==> src/rtl/multi_edge_detector.sv <==
// Multi-channel edge detector: per-channel synchronizer and stability filter, one-cycle
// edge pulses, mode-gated events, sticky flags with interrupt, and a saturating event counter.

module edge_lane #(
    parameter int SYNC_STAGES = 2,
    parameter int FILTER_LEN  = 3
) (
    input  logic clk,
    input  logic reset,
    input  logic din,
    output logic rise,
    output logic fall
);
    localparam int CW = $clog2(FILTER_LEN) + 1;

    logic [SYNC_STAGES-1:0] sync;
    logic                   sync_out;
    logic                   lvl;
    logic [CW-1:0]          cnt;

    assign sync_out = sync[SYNC_STAGES-1];

    always_ff @(posedge clk) begin
        if (reset) begin
            sync <= '0;
            lvl  <= 1'b0;
            cnt  <= '0;
            rise <= 1'b0;
            fall <= 1'b0;
        end else begin
            sync[0] <= din;
            for (int k = 1; k < SYNC_STAGES; k++) sync[k] <= sync[k-1];
            rise <= 1'b0;
            fall <= 1'b0;
            // Any sample that agrees with the accepted level restarts the persistence count.
            if (sync_out == lvl) begin
                cnt <= '0;
            end else if (cnt == CW'(FILTER_LEN - 1)) begin
                lvl  <= sync_out;
                cnt  <= '0;
                rise <= sync_out;
                fall <= ~sync_out;
            end else begin
                cnt <= cnt + CW'(1);
            end
        end
    end
endmodule

module multi_edge_detector #(
    parameter int WIDTH       = 4,
    parameter int SYNC_STAGES = 2,
    parameter int FILTER_LEN  = 3,
    parameter int CNT_W       = 8
) (
    input  logic               clk,
    input  logic               reset,
    input  logic [WIDTH-1:0]   in,
    input  logic [2*WIDTH-1:0] mode,
    input  logic [WIDTH-1:0]   clear,
    input  logic               count_clr,
    output logic [WIDTH-1:0]   rising_edge,
    output logic [WIDTH-1:0]   falling_edge,
    output logic [WIDTH-1:0]   qual_event,
    output logic [WIDTH-1:0]   sticky,
    output logic               irq,
    output logic [CNT_W-1:0]   event_count
);
    localparam logic [CNT_W:0] CNT_MAX = {1'b0, {CNT_W{1'b1}}};

    for (genvar g = 0; g < WIDTH; g++) begin : g_lane
        edge_lane #(
            .SYNC_STAGES(SYNC_STAGES),
            .FILTER_LEN (FILTER_LEN)
        ) u_lane (
            .clk  (clk),
            .reset(reset),
            .din  (in[g]),
            .rise (rising_edge[g]),
            .fall (falling_edge[g])
        );
        // Named qual_event because "event" is a reserved word; mode gates it combinationally.
        assign qual_event[g] = (rising_edge[g] & mode[2*g]) | (falling_edge[g] & mode[2*g+1]);
    end

    assign irq = |sticky;

    logic [CNT_W:0] pop;
    logic [CNT_W:0] sum;

    always_comb begin
        pop = '0;
        for (int i = 0; i < WIDTH; i++) pop = pop + (CNT_W+1)'(qual_event[i]);
        sum = (count_clr ? '0 : {1'b0, event_count}) + pop;
    end

    always_ff @(posedge clk) begin
        if (reset) begin
            sticky      <= '0;
            event_count <= '0;
        end else begin
            sticky      <= qual_event | (sticky & ~clear);
            event_count <= (sum > CNT_MAX) ? CNT_MAX[CNT_W-1:0] : sum[CNT_W-1:0];
        end
    end
endmodule

==> config.mk <==
export PLATFORM = sky130hd
export DESIGN_NAME = multi_edge_detector
export DESIGN_NICKNAME = d
export VERILOG_FILES = /design/src/rtl/multi_edge_detector.sv
export SDC_FILE = /design/constraint.sdc
export NUM_CORES = 1
export LEC_CHECK = 0
export CORE_MARGIN = 2
export CORE_UTILIZATION = 49
export DETAILED_ROUTE_END_ITERATION = 10
export PLACE_DENSITY = 0.82
export SKIP_CTS_REPAIR_TIMING = 1
export SYNTH_ARGS = -nofsm -noshare
export SYNTH_HDL_FRONTEND = slang
export SYNTH_SLANG_ARGS = --single-unit
export TNS_END_PERCENT = 50
==> constraint.sdc <==
create_clock -name clk -period 3.7 [get_ports clk]
set_input_delay 0.925 -clock clk [delete_from_list [all_inputs] [get_ports clk]]
set_output_delay 0.925 -clock clk [all_outputs]
set_load 0.03 [all_outputs]
**Word level (Yosys, flattened, before mapping)**

Index checks and enable logic that the tools add are counted.

- Add/subtract/negate cells: 8
- $lt $le $gt $ge: 1
- Equal/unequal tests: 8
- Mux-type cells: 2
- Bitwise logic cells: 27
- Reductions and logical operators: 13

Operator list:

| kind | count |
|---|---|
| $reduce_or A3 Y1 | 8 |
| $mux W8 | 2 |
| $add A3 B1 Y3 const B | 4 |
| $eq A3 B2 Y1 const B | 4 |
| $not A1 Y1 | 12 |
| $add A8 B4 Y9 | 1 |
| $gt A9 B8 Y1 const B | 1 |
| $and A1 B1 Y1 | 8 |
| $reduce_and A2 Y1 | 4 |
| $add A3 B1 Y4 | 1 |
| $and A4 B4 Y4 | 1 |
| $eq A1 B1 Y1 | 4 |
| $not A4 Y4 | 1 |
| $or A1 B1 Y1 | 4 |
| $or A4 B4 Y4 | 1 |
| $reduce_or A4 Y1 | 1 |
| $add A2 B1 Y3 | 1 |
| $add A1 B1 Y2 | 1 |

- Flip-flop bits (word level): 44
- Word-level logic and storage cells: 81

**Logic depth before layout (Yosys ltp)**

Gate-level depths: netlist of run 1.

- Depth in word-level cells: 8
- Mapped depth: 9
- Depth with buffers taken out: 9

**Modules after synthesis**

Synthesis of run 1 repeated with hierarchy kept, for this count alone.

- Cells, all modules: 178
- Area, all modules: 1,801.7 um^2

By module, submodules not included:

| module | instances | cells an instance | area each (um^2) |
|---|---|---|---|
| edge_lane | 4 | 27 | 289.0 |
| multi_edge_detector | 1 | 70 | 645.6 |

**Worst setup path after synthesis of run 1**

Ideal clock, no wire load.

- Path type: input-to-reg
- Start point: input port mode[7]
- End point: register event_count[4]
- Library setup time: 0.087 ns
- Arrival time: 3.174 ns
- Setup slack: 0.438 ns
- Stages: 9
- Buffers on the path: 0
- Path through: a22oi_1 > fa_1 > fa_1 > inv_1 > fa_1 > and4_1 > nand4_1 > or2_2 > o31ai_1

- Longest elaborated chain between the ends: 6

RTL lines:

| element | RTL line | RTL |
|---|---|---|
| start: declaration | 59 | `input logic [2*WIDTH-1:0] mode,` |
| $and A1 B1 Y1 * | 83 | `assign qual_event[g] = (rising_edge[g] & mode[2*g]) \| (falling_edge[g] & mode[2*g+1]);` |
| $or A1 B1 Y1 * | 83 |  |
| $add A3 B1 Y4 * | 93 | `for (int i = 0; i < WIDTH; i++) pop = pop + (CNT_W+1)'(qual_event[i]);` |
| $add A8 B4 Y9 * | 94 | `sum = (count_clr ? '0 : {1'b0, event_count}) + pop;` |
| $gt A9 B8 Y1 | 103 | `event_count <= (sum > CNT_MAX) ? CNT_MAX[CNT_W-1:0] : sum[CNT_W-1:0];` |
| $mux W8 * | 103 |  |
| end signal: assignment | 103 |  |
| end: declaration | 67 | `output logic [CNT_W-1:0] event_count` |

Every way passes the cells marked *; elsewhere a longest branch is shown, timed or not.
A chain may end at the register's enable or synchronous reset.

**Worst setup path in the final report of run 1**

- Start point: input port mode[1]
- End point: output port qual_event[0]

- Longest elaborated chain between the ends: 2

RTL lines:

| element | RTL line | RTL |
|---|---|---|
| $and A1 B1 Y1 | 83 |  |
| $or A1 B1 Y1 | 83 |  |
| end: declaration | 64 | `output logic [WIDTH-1:0] qual_event,` |

No other way between the ends.

==> flow_metrics.tcl, run 1 <==
set metrics [dict create \
    status "complete, no violations" \
    place_congestion 0.749 \
    power_frac_clock 0.409 \
    start_util 0.505 \
    syn_area_per_cell_um2 9.71 \
    syn2layout_area_growth_pct 31.6 \
    routed_wirelength_um 3270 \
    power.switching_uw 174 \
    crit_required_ns 2.77 \
    synth_flop_cell "dfxtp_1" \
    yosysSeqAreaShare 0.480 \
    netlist_instances 189 \
    worst_slew_pin_slew_ns 0.741 \
    cts_made_buffers 5 \
    critPathLaunch "mode[1]" \
    layout_common_cells "44 x dfxtp_1, 43 x clkdlybuf4s50_1, 17 x nand2b_1, 14 x nor2_1" \
    crit_end "qual_event[0]" \
    p_leak_uw 0.000980 \
    die_y_um 65.2 \
    placementRows 22 \
    fill_cells 298 \
    slew_headroom 0.504 \
    setup_slack_ns 0.332 \
    slew_violations 0 \
    clk_pin_slew_worst_paths_ns 0.08 \
    slowest_stage "clkdlybuf4s50_1" \
    critical_path.cell_chain "clkdlybuf4s50_1 > a22oi_1 > buf_4 > inv_1 > clkdlybuf4s50_1" \
    skew_ns 0.00257 \
    syn_area_um2 1840 \
    dr_total_vias 1418 \
    crit_fanout 2 \
    dr.pass1.iters 4 \
    cp_num_cells 5 \
    yosysWarningCount 0 \
    min_period_ns 3.37 \
    reg2reg_slack_ns 1.08 \
    worstHoldPathCells 1 \
    critPathBufInv 4 \
    die_area_um2 4250 \
    ys_async_sr_fraction 0 \
    synth_edf_count 0 \
    powerDensity_nw_per_um2 363 \
    combPwrFrac 0.042 \
    seq_power_share 0.549 \
    tns_ns 0 \
    grt_max_degree 23 \
    clk_path_buf_depth 2 \
    fin_crit_sh 0.910 \
    netlist-cell-type-count 33 \
    final_nets 265 \
    htree_levels 2 \
    hold_viol 0 \
    cts_root_buf "clkbuf_8" \
    worstReg2RegEnd "event_count[4]" \
    ios 44 \
    track_usage 0.172 \
    gr-total-overflow 0 \
    drtAntennaViolNets 0 \
    crit_top_cell "clkdlybuf4s50_1" \
    rsz0062_at_grt "false" \
    cts_tree "built" \
    avgRoutedWirePerCell_um 11.6 \
    clock_latency_ns 0.29 \
    worstPathArrival_ns 2.44 \
    whs_ns 0.437 \
    grt_pass1_wl_um 5550 \
    path_delay_family "buffers and inverters" \
    via_per_inst 5.01 \
    slowest_delay_ns 0.58 \
    portBuffers 43 \
    swShare 0.199 \
    grt_antenna_before_repair 0 \
    num_antenna_cells 0 \
    initialDrtViolationCount 39 \
    reg2reg_depth 9 \
    layout-drive-gt1-share 0.0766 \
    clock_sinks 44 \
    synth-seq-cells 44 \
    peakVddDrop_uv 352 \
    dp_hpwl_um 2470 \
    hp-class "flop to flop" \
    cap_violations 0 \
    grt_pass1_vias 1316 \
    path_class "input pin to output port" \
    max_freq_ghz 0.297 \
    die_w_um 65.2 \
    synth_fp_nets 220 \
    drc 0 \
    start_kind "input pin" \
    endpoint_kind "output port" \
    setup_viol 0 \
    final_common_cell "dfxtp_1" \
    r2r_start "g_lane[0].u_lane.fall" \
    post-place-ws_ns 0.0492 \
    p_int_uw 701 \
    core_area_um2 3630 \
]
==> Yosys cell counts (2+ instances only) <==
library cell / number / area share
o21a_1: 3 / 0.012
inv_1: 11 / 0.022
xor2_1: 2 / 0.0095
nand2_1: 7 / 0.014
clkbuf_1: 3 / 0.0061
nor2b_1: 13 / 0.044
dfxtp_1: 44 / 0.48
fa_1: 3 / 0.033
a22oi_1: 4 / 0.016
or4_1: 2 / 0.0082
ha_1: 9 / 0.061
nor3b_1: 4 / 0.016
nor3_1: 8 / 0.022
nand3_1: 2 / 0.0055
nor2_1: 14 / 0.029
a21oi_1: 13 / 0.035
nand2b_1: 17 / 0.058
and2b_1: 3 / 0.012
buf_4: 8 / 0.033
mux2i_1: 5 / 0.027
o21ai_0: 2 / 0.0055
==> per-stage QoR <==
stage | power [uW] | util | std cells | area (um2)
finish | 876 | 0.665 | 283 | 2410
global route | 915 | 0.665 | 283 | 2410
CTS | 885 | 0.665 | 283 | 2410
detailed placement | 529 | 0.634 | 275 | 2300
global placement | 528 | 0.634 | 275 | 2300
floorplan | 506 | - | 189 | 1840
==> layout make-up <==
class | instances | area, um2 | share of cell area
clock buffers | 5 | 68.8 | 0.0285
clock inverters | 3 | 42.5 | 0.0176
inverters | 11 | 41.3 | 0.0171
multi-input cells | 122 | 838 | 0.347
flip-flops and latches | 44 | 881 | 0.365
well taps | 48 | 60.1 | 0.0249
repair buffers | 50 | 483 | 0.200
==> sequential cells by signal (all words and copies together) (netlist names) <==
| register | flops |
|---|---|
| event_count | 8 |
| g_lane.u_lane.cnt | 12 |
| g_lane.u_lane.fall | 4 |
| g_lane.u_lane.lvl | 4 |
| g_lane.u_lane.rise | 4 |
| g_lane.u_lane.sync | 8 |
| sticky | 4 |
==> worst reg2reg max path, cell delays in order (launching register included) <==
cell     delay [ns]
dfxtp_1        0.32
a22oi_1        0.33
fa_1           0.48
fa_1           0.42
inv_1          0.08
fa_1           0.17
and4_1         0.24
nand4_1        0.13
or2_2          0.31
o31ai_1        0.07
==> how the worst min path moves through the flow <==
stage          slack, ns                        to                      from
3_3_place_gp        0.42  g_lane[2].u_lane.sync[1]  g_lane[2].u_lane.sync[0]
6_report            0.44  g_lane[1].u_lane.sync[1]  g_lane[1].u_lane.sync[0]
5_1_grt             0.46  g_lane[1].u_lane.sync[1]  g_lane[1].u_lane.sync[0]
4_1_cts             0.44  g_lane[1].u_lane.sync[1]  g_lane[1].u_lane.sync[0]
3_5_place_dp        0.43  g_lane[1].u_lane.sync[1]  g_lane[1].u_lane.sync[0]
2_1_floorplan       0.41  g_lane[0].u_lane.sync[1]  g_lane[0].u_lane.sync[0]
==> kinds of logic (layout without fill, tap and decap cells) <==
logic type      after synthesis  after routing  share of synthesized area
simple gates                 76             76                      0.235
flops                        44             44                      0.480
fa+ha+maj                    12             12                     0.0941
compound gates               26             26                     0.0866
xor+xnor                      3              3                     0.0143
buf+inv                      23             69                     0.0634
mux                           5              5                     0.0273
==> power groups by stage <==
stage	clock network [uW]	logic (uW)	registers, uW
2_1_floorplan	0	14.4	492
3_3_place_gp	0	36.0	492
3_5_place_dp	0	36.9	492
4_1_cts	367	37.0	481
5_1_grt	393	39.8	482
6_report	358	36.7	481
==> routing by layer <==
metal	global-route usage	wire, um	vias to the layer above
met2	0.300	1720	37
met1	0.190	1300	665
met4	0.0755	59	0
met5	0	0	-
li1	-	-	710
met3	0.0565	196	6
Power figures use the tool's default switching activity.
==> run 2: changes to the inputs <==
--- a/config.mk
+++ b/config.mk
@@ -8,6 +8,7 @@
 export CORE_MARGIN = 2
 export CORE_UTILIZATION = 49
 export DETAILED_ROUTE_END_ITERATION = 10
+export GPL_TIMING_DRIVEN = 0
 export PLACE_DENSITY = 0.82
 export SKIP_CTS_REPAIR_TIMING = 1
 export SYNTH_ARGS = -nofsm -noshare
==> constraint.sdc (replaced) <==
create_clock -name clk -period 3.85 [get_ports clk]
set_input_delay 0.9625 -clock clk [delete_from_list [all_inputs] [get_ports clk]]
set_output_delay 0.9625 -clock clk [all_outputs]
set_load 0.03 [all_outputs]
==> flow_metrics.tcl, run 2 (same netlist as run 1, synthesis figures left out) <==
set metrics [dict create \
    tns_ns 0 \
    layout_common_cells "44 x dfxtp_1, 43 x clkdlybuf4s50_1, 17 x nand2b_1, 14 x nor2_1" \
    gr-total-overflow 0 \
    dp_hpwl_um 2510 \
    dr.pass1.iters 4 \
    portBuffers 43 \
    worstPathArrival_ns 3.84 \
    cap_violations 0 \
    cts_made_buffers 5 \
    setup_viol 0 \
    die_w_um 65.2 \
    top_register "g_lane.u_lane.cnt" \
    fin_cells 288 \
    crit_required_ns 4.06 \
    dr_total_vias 1430 \
    worstHoldPathCells 1 \
    routed_wirelength_um 3330 \
    slew_headroom 0.671 \
    clk_pin_slew_worst_paths_ns 0.08 \
    fin_crit_sh 0.942 \
    combPwrFrac 0.044 \
    avgRoutedWirePerCell_um 11.6 \
    powerDensity_nw_per_um2 343 \
    grt_pass1_vias 1389 \
    slew_violations 0 \
    r2r_start "g_lane[1].u_lane.rise" \
    reg2reg_slack_ns 0.96 \
    clk_path_buf_depth 2 \
    grt_max_degree 15 \
    dp.cells 280 \
    reg2reg_depth 9 \
    worstHoldStart "g_lane[1].u_lane.sync[0]" \
    seq_power_share 0.549 \
    top_regs "g_lane.u_lane.cnt: 12 flops, event_count: 8 flops, g_lane.u_lane.sync: 8 flops" \
    swShare 0.199 \
    setup_slack_ns 0.221 \
    max_freq_ghz 0.276 \
    place_congestion 0.715 \
    endpoint_kind "flop" \
    start_kind "input pin" \
    layout-drive-gt1-share 0.0917 \
    hold_viol 0 \
    placementRows 22 \
    drtAntennaViolNets 0 \
    grt_antenna_before_repair 0 \
    status "complete, no violations" \
    min_to "g_lane[1].u_lane.sync[1]" \
    die_area_um2 4250 \
    ios 44 \
    power.switching_uw 168 \
    cts_tree "built" \
    initialDrtViolationCount 52 \
    worst_slew_pin_slew_ns 0.494 \
    power_frac_clock 0.407 \
    worstReg2RegEnd "event_count[4]" \
    rsz0062_at_grt "false" \
    cts_root_buf "clkbuf_8" \
    whs_ns 0.442 \
    p_leak_uw 0.000999 \
    largest_reg_flops 12 \
    via_per_inst 4.97 \
    hp-class "flop to flop" \
    core_area_um2 3630 \
    skew_ns 0.00578 \
    path_class "input pin to flop" \
    crit_fanout 6 \
    peakVddDrop_uv 247 \
    min_period_ns 3.63 \
    final_common_cell "dfxtp_1" \
    die_y_um 65.2 \
    start_util 0.505 \
    num_antenna_cells 0 \
    clock_sinks 44 \
    post-place-ws_ns -0.236 \
    track_usage 0.179 \
    final_nets 270 \
    grt_pass1_wl_um 5750 \
    htree_levels 2 \
    syn2layout_area_growth_pct 33.6 \
    clock_latency_ns 0.30 \
    p_int_uw 674 \
    drc 0 \
]
## run 2: worst max-delay path, cell delays in order
cell	delay (ns)
clkdlybuf4s50_1	0.42
a22oi_2	0.25
fa_1	0.49
fa_1	0.43
inv_1	0.08
fa_1	0.22
and4_1	0.27
nand4_1	0.26
or2_2	0.39
o31ai_1	0.07
## run 2: how the worst max path moves through the flow
stage               startpoint              to  slack [ns]
floorplan              mode[7]  event_count[4]        0.55
global placement       mode[2]  event_count[4]       -0.20
detailed placement     mode[2]  event_count[4]       -0.24
CTS                    mode[2]  event_count[4]        0.09
global route           mode[2]  event_count[4]        0.09
finish                 mode[2]  event_count[4]        0.22
## run 2: area by class of cell
type | instances | area (um2)
fillers | 307 | 1180
flip-flops and latches | 44 | 881
multi-input cells | 122 | 853
repair buffers | 43 | 430
plain buffers | 12 | 75.1
clock buffers | 5 | 68.8
well taps | 48 | 60.1
clock inverters | 3 | 42.5
inverters | 11 | 41.3
## run 2: metrics by stage
step,total power (uW),utilization,instance area (um2)
6_report,842,0.675,2450
5_1_grt,880,0.675,2450
4_1_cts,854,0.671,2440
3_5_place_dp,510,0.640,2330
3_3_place_gp,509,0.640,2330
2_1_floorplan,486,-,1840
## run 2: routing by layer
metal	track usage	share of wire	up-vias
met2	0.302	0.49	42
met1	0.192	0.43	663
met4	0.109	0.022	0
li1	-	-	718
met5	0	0	-
met3	0.0634	0.059	7
## run 2: power groups by stage
stage / logic (uW) / clock network [uW] / registers [uW]
floorplan: 13.8 / 0 / 472
global placement: 36.1 / 0 / 473
detailed placement: 36.6 / 0 / 473
CTS: 36.8 / 355 / 462
global route: 41.1 / 376 / 463
finish: 37.3 / 342 / 462
==> run 3: changes to the inputs <==
--- a/config.mk
+++ b/config.mk
@@ -5,11 +5,12 @@
 export SDC_FILE = /design/constraint.sdc
 export NUM_CORES = 1
 export LEC_CHECK = 0
+export ABC_AREA = 1
 export CORE_MARGIN = 2
 export CORE_UTILIZATION = 49
 export DETAILED_ROUTE_END_ITERATION = 10
 export GPL_TIMING_DRIVEN = 0
-export PLACE_DENSITY = 0.82
+export PLACE_DENSITY = 0.81
 export SKIP_CTS_REPAIR_TIMING = 1
 export SYNTH_ARGS = -nofsm -noshare
 export SYNTH_HDL_FRONTEND = slang
==> flow_metrics.tcl, run 3 <==
set metrics [dict create \
    hold_viol 0 \
    track_usage 0.168 \
    rsz0062_at_grt "false" \
    gr-total-overflow 0 \
    hp-class "flop to flop" \
    slew_violations 0 \
    synth_flop_cell "dfxtp_1" \
    die_y_um 67.0 \
    crit_top_cell "clkdlybuf4s50_1" \
    layout_common_cells "58 x inv_1, 44 x dfxtp_1, 43 x clkdlybuf4s50_1, 32 x nor2_1, 24 x nand2_1" \
    via_per_inst 4.54 \
    min_period_ns 3.35 \
    routed_wirelength_um 3370 \
    peakVddDrop_uv 256 \
    worstPathArrival_ns 2.39 \
    synth_area_leaders "dfxtp_1 45%, inv_1 11%, nor2_1 6.2%" \
    synth_top_area_cell "dfxtp_1" \
    initialDrtViolationCount 28 \
    grt_pass1_wl_um 5550 \
    ios 44 \
    p_leak_uw 0.00105 \
    endpoint_kind "output port" \
    netlist-cell-type-count 26 \
    ys_async_sr_fraction 0 \
    layout-drive-gt1-share 0.0983 \
    core_area_um2 3740 \
    synth_fp_nets 275 \
    start_kind "input pin" \
    placementRows 22 \
    path_delay_family "buffers and inverters" \
    final_nets 325 \
    grt_antenna_before_repair 0 \
    drtAntennaViolNets 0 \
    slowest_stage "clkdlybuf4s50_1" \
    synth_edf_count 0 \
    dp_hpwl_um 2630 \
    syn2layout_area_growth_pct 30.0 \
    syn_area_per_cell_um2 7.97 \
    die_area_um2 4490 \
    top_register "g_lane.u_lane.cnt" \
    crit_required_ns 2.89 \
    setup_viol 0 \
    cts_root_buf "clkbuf_8" \
    synth_top_area_frac 0.453 \
    status "complete, no violations" \
    design_area_um2 2530 \
    syn_area_um2 1950 \
    path_class "input pin to output port" \
    portBuffers 43 \
    avgRoutedWirePerCell_um 9.83 \
    critPathBufInv 3 \
    cts_made_buffers 5 \
    grt_max_degree 14 \
    drc 0 \
    start_util 0.520 \
    fin_crit_sh 0.871 \
    cts_tree "built" \
    htree_levels 2 \
    tns_ns 0 \
    dr.pass1.iters 4 \
    powerDensity_nw_per_um2 315 \
    die_w_um 67.0 \
    clk_path_buf_depth 2 \
    final_common_cell "inv_1" \
    clock_sinks 44 \
    yosysMostFrequentCell "inv_1" \
    slew_headroom 0.733 \
    clock_latency_ns 0.30 \
    largest_reg_flops 12 \
    yosysWarningCount 0 \
    post-place-ws_ns 0.221 \
    max_freq_ghz 0.298 \
    critical_path.cell_chain "clkdlybuf4s50_1 > inv_1 > o22ai_1 > clkdlybuf4s50_1" \
    dr_total_vias 1558 \
    place_congestion 0.744 \
    netlist_instances 244 \
    cap_violations 0 \
    synth_common_cells "58 x inv_1, 44 x dfxtp_1, 32 x nor2_1" \
    top_regs "g_lane.u_lane.cnt: 12 flops, event_count: 8 flops, g_lane.u_lane.sync: 8 flops" \
    crit_fanout 2 \
    synth-seq-cells 44 \
    clk_pin_slew_worst_paths_ns 0.08 \
    slowest_delay_ns 0.71 \
    num_antenna_cells 0 \
    grt_pass1_vias 1429 \
    yosysSeqAreaShare 0.453 \
    setup_slack_ns 0.499 \
    worst_slew_pin_slew_ns 0.396 \
    placed_area_um2 2440 \
    skew_ns 0.00838 \
    reg2reg_slack_ns 1.35 \
]
==> run 3: worst min-delay path, delay by kind of cell, from the launching register on <==
family,cells,cell delay (ns)
flops,1,0.30
buf+inv,1,0.04
simple gates,1,0.03
==> run 3: path summary, 6_finish.rpt <==
path,from,to,depth (start not counted)
hold / removal,g_lane[1].u_lane.sync[0],g_lane[1].u_lane.sync[1],2
setup / recovery,mode[7],qual_event[3],4
hold reg to reg,g_lane[1].u_lane.sync[0],g_lane[1].u_lane.sync[1],2
setup reg to reg,g_lane[3].u_lane.fall,event_count[5],13
==> run 3: area by class of cell <==
class,count,area [um2]
clock buffers,6,82.6
flip-flops and latches,44,881
multi-input cells,130,767
plain buffers,10,70.1
well taps,48,60.1
fillers,319,1210
repair buffers,43,430
inverters,60,228
clock inverters,2,10.0
==> run 3: power by group <==
group          leakage (uW)  switching [uW]  internal [uW]
combinational      0.000646            18.1           21.8
sequential         0.000356            2.71            460
clock             0.0000510             151            143
==> run 3: cells by family (layout without fill, tap and decap cells) <==
family	Yosys count	after routing	share of synthesized area
AOI/OAI and AO/OA	28	28	0.0778
xor gates and xnor gates	8	8	0.0360
adders and majority gates	12	12	0.0887
buffers and inverters	70	121	0.153
DFF	44	44	0.453
and+or+nand+nor	82	82	0.192
==> run 3: stage by stage <==
step / utilization / hold WS, ns / cells / total power (uW)
2_1_floorplan: - / 0.388 / 244 / 489
3_3_place_gp: 0.651 / 0.389 / 335 / 512
3_5_place_dp: 0.651 / 0.393 / 335 / 513
4_1_cts: 0.675 / 0.404 / 343 / 806
5_1_grt: 0.675 / 0.420 / 343 / 826
6_report: 0.675 / 0.403 / 343 / 797
==> run 3: metal layers <==
layer / share of wire / up-vias / global-route usage
li1: - / 827 / -
met1: 0.41 / 688 / 0.165
met2: 0.51 / 36 / 0.309
met3: 0.054 / 7 / 0.0405
met4: 0.024 / 0 / 0.105
met5: 0 / - / 0
